--- config.mk ---
export PLATFORM = sky130hd
export DESIGN_NAME = async_fifo_rd_ctrl
export DESIGN_NICKNAME = d
export VERILOG_FILES = /design/src/rtl/async_fifo_rd_ctrl.sv
export SDC_FILE = /design/constraint.sdc
export NUM_CORES = 1
export LEC_CHECK = 0
export CORE_UTILIZATION = 45
export DETAILED_ROUTE_END_ITERATION = 10
export GPL_ROUTABILITY_DRIVEN = 0
export PLACE_DENSITY = 0.85
export SLEW_MARGIN = 40
export SYNTH_ARGS = -nofsm -noshare
export SYNTH_HDL_FRONTEND = slang
export SYNTH_SLANG_ARGS = --single-unit
--- constraint.sdc ---
create_clock -name clk -period 6.4 [get_ports clk]
set_input_delay 1.92 -clock clk [delete_from_list [all_inputs] [get_ports clk]]
set_output_delay 1.92 -clock clk [all_outputs]
set_load 0.01 [all_outputs]
--- src/rtl/async_fifo_rd_ctrl.sv ---
// Async FIFO read-side controller: syncs the Gray write pointer, tracks
// empty/level, fetches from sync RAM and serves words on valid/ready.
module async_fifo_rd_ctrl #(
  parameter int DATA_WIDTH = 8,
  parameter int ADDR_WIDTH = 4
) (
  input  logic                  clk,
  input  logic                  rst,
  input  logic [ADDR_WIDTH:0]   wr_ptr_gray,
  output logic [ADDR_WIDTH:0]   rd_ptr_gray,
  output logic                  mem_rd_en,
  output logic [ADDR_WIDTH-1:0] mem_rd_addr,
  input  logic [DATA_WIDTH-1:0] mem_rd_data,
  output logic [DATA_WIDTH-1:0] dout,
  output logic                  dout_valid,
  input  logic                  dout_ready,
  output logic                  empty,
  output logic [ADDR_WIDTH:0]   level
);

  localparam int PW = ADDR_WIDTH + 1;

  typedef enum logic [1:0] {
    IDLE,
    FETCH,
    VALID
  } state_t;

  state_t        state;
  state_t        state_nxt;
  logic [PW-1:0] wsync1;
  logic [PW-1:0] wsync2;
  logic [PW-1:0] wbin;
  logic [PW-1:0] rd_bin;
  logic [PW-1:0] rd_bin_nxt;
  logic          rd_inc;

  function automatic logic [PW-1:0] gray2bin(
    input logic [PW-1:0] g
  );
    logic [PW-1:0] b;
    b[PW-1] = g[PW-1];
    for (int i = PW - 2; i >= 0; i--) begin
      b[i] = b[i+1] ^ g[i];
    end
    return b;
  endfunction

  assign wbin        = gray2bin(wsync2);
  assign rd_bin_nxt  = rd_bin + PW'(1);
  assign empty       = (rd_ptr_gray == wsync2);
  assign level       = wbin - rd_bin;
  assign mem_rd_addr = rd_bin[ADDR_WIDTH-1:0];
  assign mem_rd_en   = rd_inc;

  // reads are only issued when !empty, so underflow cannot occur
  always_comb begin
    state_nxt  = state;
    rd_inc     = 1'b0;
    dout_valid = 1'b0;
    unique case (state)
      IDLE: begin
        if (!empty) begin
          rd_inc    = 1'b1;
          state_nxt = FETCH;
        end
      end
      FETCH: begin
        state_nxt = VALID;
      end
      VALID: begin
        dout_valid = 1'b1;
        if (dout_ready) begin
          if (!empty) begin
            rd_inc    = 1'b1;
            state_nxt = FETCH;
          end else begin
            state_nxt = IDLE;
          end
        end
      end
      default: begin
        state_nxt = IDLE;
      end
    endcase
  end

  always_ff @(posedge clk) begin
    if (!rst) begin
      wsync1      <= '0;
      wsync2      <= '0;
      rd_bin      <= '0;
      rd_ptr_gray <= '0;
      dout        <= '0;
      state       <= IDLE;
    end else begin
      wsync1 <= wr_ptr_gray;
      wsync2 <= wsync1;
      state  <= state_nxt;
      // gray is registered so the write domain sees a single-bit change
      if (rd_inc) begin
        rd_bin      <= rd_bin_nxt;
        rd_ptr_gray <= rd_bin_nxt ^ (rd_bin_nxt >> 1);
      end
      if (state == FETCH) begin
        dout <= mem_rd_data;
      end
    end
  end

endmodule

**Yosys cells after proc, flatten, opt, wreduce, memory -nomap -nowiden**

Index checks and enable logic that the tools add are counted.

- Bits in registers: 30
- Input port bits: 16
- Output and inout port bits: 25
- Word-level logic and storage cells: 28

- Add/subtract/negate cells: 2
- Equal/unequal tests: 5
- Mux-type cells: 8
- Bitwise operators: 5
- Reduce and logical (&&, ||, !) cells: 2

Operator list:

| cell | number |
|---|---|
| $pmux W2 S3 | 1 |
| $add A5 B1 Y5 const B | 1 |
| $eq A5 B5 Y1 | 1 |
| $sub A5 B5 Y5 | 1 |
| $xor A5 B4 Y5 | 1 |
| $mux W1 | 4 |
| $mux W2 | 2 |
| $ne A2 B2 Y1 const B | 2 |
| $xor A1 B1 Y1 | 4 |
| $eq A2 B1 Y1 const B | 1 |
| $eq A2 B2 Y1 const B | 1 |
| $logic_not A2 Y1 | 1 |
| $pmux W1 S2 | 1 |
| $reduce_and A2 Y1 | 1 |

**Longest topological paths before layout**

- Depth after elaboration: 5
- Depth in mapped cells: 10
- Depth with buffers taken out: 10

**Least setup slack after synthesis**

No wires, ideal clock.

- Kind: input port to output port
- From: in dout_ready
- To: out mem_rd_en
- Arrival: 2.470 ns
- Path slack: 2.010 ns
- Stages on the path: 4
- Path buffers: 0
- Cells stage by stage: nand2b_1 -> and2_1 -> o21ai_4 -> inv_2

- Longest elaborated chain between the ends: 2

Ends and longest elaborated chain:

| what | RTL line | source |
|---|---|---|
| from (decl) | 16 | `input logic dout_ready,` |
| $mux W1 | 73 | `if (dout_ready) begin` |
| $pmux W1 S2 | 61 | `unique case (state)` |
| to (decl) | 11 | `output logic mem_rd_en,` |

Every way passes these cells.

**Worst setup path after layout**

Ends and elaborated chain as after synthesis.

==> flow_metrics.env <==
export IMPL_first_iter_violations=47
export IMPL_numPortBuffers=40
export IMPL_avgRoutedWirePerCell_microns=10.7
export IMPL_final_layout_size_suffix_gt1_share_pct=6.83
export IMPL_synthToLayoutAreaGrowth_pct=34.6
export IMPL_cts_root_buf="clkbuf_4"
export IMPL_cp_required_ns=4.48
export IMPL_stdcell_count=249
export IMPL_antenna_found_initial=0
export IMPL_coreArea_sq_mm=0.00303
export IMPL_p_switching_uw=229
export IMPL_gr_usage_all_layers_pct=18.2
export IMPL_path_clk_slew_ns=0.08
export IMPL_diodes=0
export IMPL_hpwl_microns=2010
export IMPL_cts_buffer_depth=2
export IMPL_cts_setup_buffers=0
export IMPL_stdcell_area_sq_mm=0.00193
export IMPL_row_count=20
export IMPL_synth_edf_count=0
export IMPL_grt_max_degree=28
export IMPL_ios=41
export IMPL_grt_pass1_vias=1051
export IMPL_finalMaxSlewViolations=0
export IMPL_crit_type="input pin to primary output"
export IMPL_firstDrtPassIters=4
export IMPL_synth_nets=187
export IMPL_pwr_share_seq_pct=34.6
export IMPL_yosys_most_used_dff="dfxtp_1"
export IMPL_numCtsBuffers=5
export IMPL_critPathMaxFanout=5
export IMPL_critical_path_most_common_cell="clkdlybuf4s50_1"
export IMPL_insertion_delay_ns=0.31
export IMPL_drt_total_wl_microns=2660
export IMPL_ir_worst_vdd_uv=160
export IMPL_synth_area_sq_mm=0.00144
export IMPL_place_inst=242
export IMPL_final_common_cell="clkdlybuf4s50_1"
export IMPL_nFillCells=273
export IMPL_maxCapViolCount=0
export IMPL_grt_first_pass_wirelength_microns=4630
export IMPL_ys_warn_count=0
export IMPL_fin_crit_ns=5.41
export IMPL_overflow=0
export IMPL_leakage_uw=0.000780
export IMPL_worst_setup_path_end_kind="primary output"
export IMPL_cts_hold_buf=0
export IMPL_synth_cell_types=34
export IMPL_swShare_pct=33.8
export IMPL_drc=0
export IMPL_dp_slack_ns=0.981
export IMPL_seq_area_frac_synth_pct=40.5
export IMPL_slowest_delay_ns=0.53
export IMPL_hold_viol_final=0
export IMPL_setup_ws_ns=0.991
export IMPL_synthesis_instances=165
export IMPL_async_reset_ff_share_pct=0
export IMPL_critPathBufInv=3
export IMPL_power_density_mw_per_mm2=350
export IMPL_arrival_ns=3.49
export IMPL_max_slew_worst_pin_slew_ns=0.563
export IMPL_antenna_left=0
export IMPL_layout_common_cells="clkdlybuf4s50_1 (39), nand2_1 (30), dfxtp_1 (29), and2_1 (12), a21oi_1 (12)"
export IMPL_start_util_pct=47.4
export IMPL_power_frac_comb_pct=45.1
export IMPL_layout_area_seq_sq_um=581
export IMPL_period_share_pct=84.5
export IMPL_cts_sinks=29
export IMPL_crit_family="buffers and inverters"
export IMPL_final_nets=227
export IMPL_placed_cell_area_sq_mm=0.00186
export IMPL_dieHeight_microns=58.5
export IMPL_rsz0062_at_grt="no"
export IMPL_skew_ns=0.00570
export IMPL_cts_tree="yes"
export IMPL_clock_fmax_ghz=0.185
export IMPL_status="complete, no violations"
export IMPL_min_path_type="flop to flop"
export IMPL_dr_total_vias=1200
export IMPL_multi_input_area_sq_um=783
export IMPL_clockPowerShare_pct=20.3
export IMPL_setup_viol=0
export IMPL_ys_ff_latch=29
export IMPL_die_area_sq_mm=0.00342
export IMPL_critPathSlowestCell="clkdlybuf4s50_1"
export IMPL_finalSetupTns_ns=0
export IMPL_htree_levels=2
export IMPL_slew_limit_headroom_pct=62.3
export IMPL_p_int_uw=447
export IMPL_cp_start_kind="input pin"
export IMPL_cts_resized_gates=0
export IMPL_fp_dieW_microns=58.5
export IMPL_crit_chain="clkdlybuf4s50_1, nand2b_1, and2_1, o21ai_4, inv_2, clkdlybuf4s50_1"
export IMPL_viasPerCell=4.82
export IMPL_syn_area_per_cell_sq_um=8.70
## registers in the layout (all words and copies together) (netlist names)
name         cells
wsync1           5
dout             8
rd_bin           4
rd_ptr_gray      5
state            2
wsync2           5
## routing by layer
| layer | GRT usage, % | wire length, microns | up-vias |
|---|---|---|---|
| met5 | 0 | 0 | - |
| met4 | 8.84 | 25 | 0 |
| met3 | 5.27 | 112 | 3 |
| met2 | 27.8 | 1280 | 37 |
| met1 | 23.6 | 1250 | 542 |
| li1 | - | - | 618 |
## final cells by class
cell class	instances	area share (%)
Multi-Input combinational cell	117	40.5
Inverter	12	2.33
Tap cell	44	2.85
Clock buffer	5	1.94
Clock inverter	2	1.81
Timing Repair Buffer	40	20.5
Sequential cell	29	30.1
## Yosys cell counts (2+ instances only)
library cell | n | share of area [%]
inv_1 | 11 | 2.9
and2_1 | 12 | 5.2
nand4_1 | 2 | 0.87
nand2b_1 | 4 | 1.7
nand3_1 | 3 | 1.0
a21o_1 | 2 | 1.0
and3_1 | 2 | 0.87
xor2_1 | 7 | 4.3
nand2_1 | 30 | 7.8
ha_1 | 5 | 4.4
clkbuf_1 | 6 | 1.6
nor2_1 | 6 | 1.6
dfxtp_1 | 29 | 40
a211o_1 | 2 | 1.2
xnor2_1 | 9 | 5.5
mux2i_1 | 6 | 4.2
a21oi_1 | 12 | 4.2
## kinds of logic after synthesis
family	synth area share, %
AOI/OAI and AO/OA	12.6
xor gates and xnor gates	10.9
adders and majority gates	5.75
buffers and inverters	4.97
DFF	40.5
muxes	4.18
and+or+nand+nor	21.1
## final timing paths
| check | startpoint | endpoint | slack (ns) | cells after the start |
|---|---|---|---|---|
| setup / recovery | dout_ready | mem_rd_en | 0.99 | 6 |
| hold / removal | wsync1[1]$_SDFF_PN0_ | wsync2[1]$_SDFF_PN0_ | 0.44 | 1 |
| setup reg to reg | rd_bin[1]$_SDFFE_PN0P_ | rd_ptr_gray[3]$_SDFFE_PN0P_ | 4.77 | 5 |
| hold reg to reg | wsync1[1]$_SDFF_PN0_ | wsync2[1]$_SDFF_PN0_ | 0.44 | 1 |
## power groups by stage
stage                     sequential [uW]  combinational [uW]  clock, uW
after floorplan                       241                 177          0
after global placement                238                 303          0
after detailed placement              239                 306          0
after CTS                             234                 307        143
after global routing                  238                 337        153
final                                 234                 305        137
## per-stage QoR
| stage | utilization, % | hold slack [ns] | total power, uW |
|---|---|---|---|
| after detailed placement | 61.6 | 0.420 | 545 |
| after global routing | 63.8 | 0.481 | 728 |
| final | 63.8 | 0.437 | 676 |
| after floorplan | - | 0.412 | 418 |
| after global placement | 61.6 | 0.414 | 541 |
| after CTS | 64.0 | 0.441 | 685 |
Power figures use the tool's default switching activity.
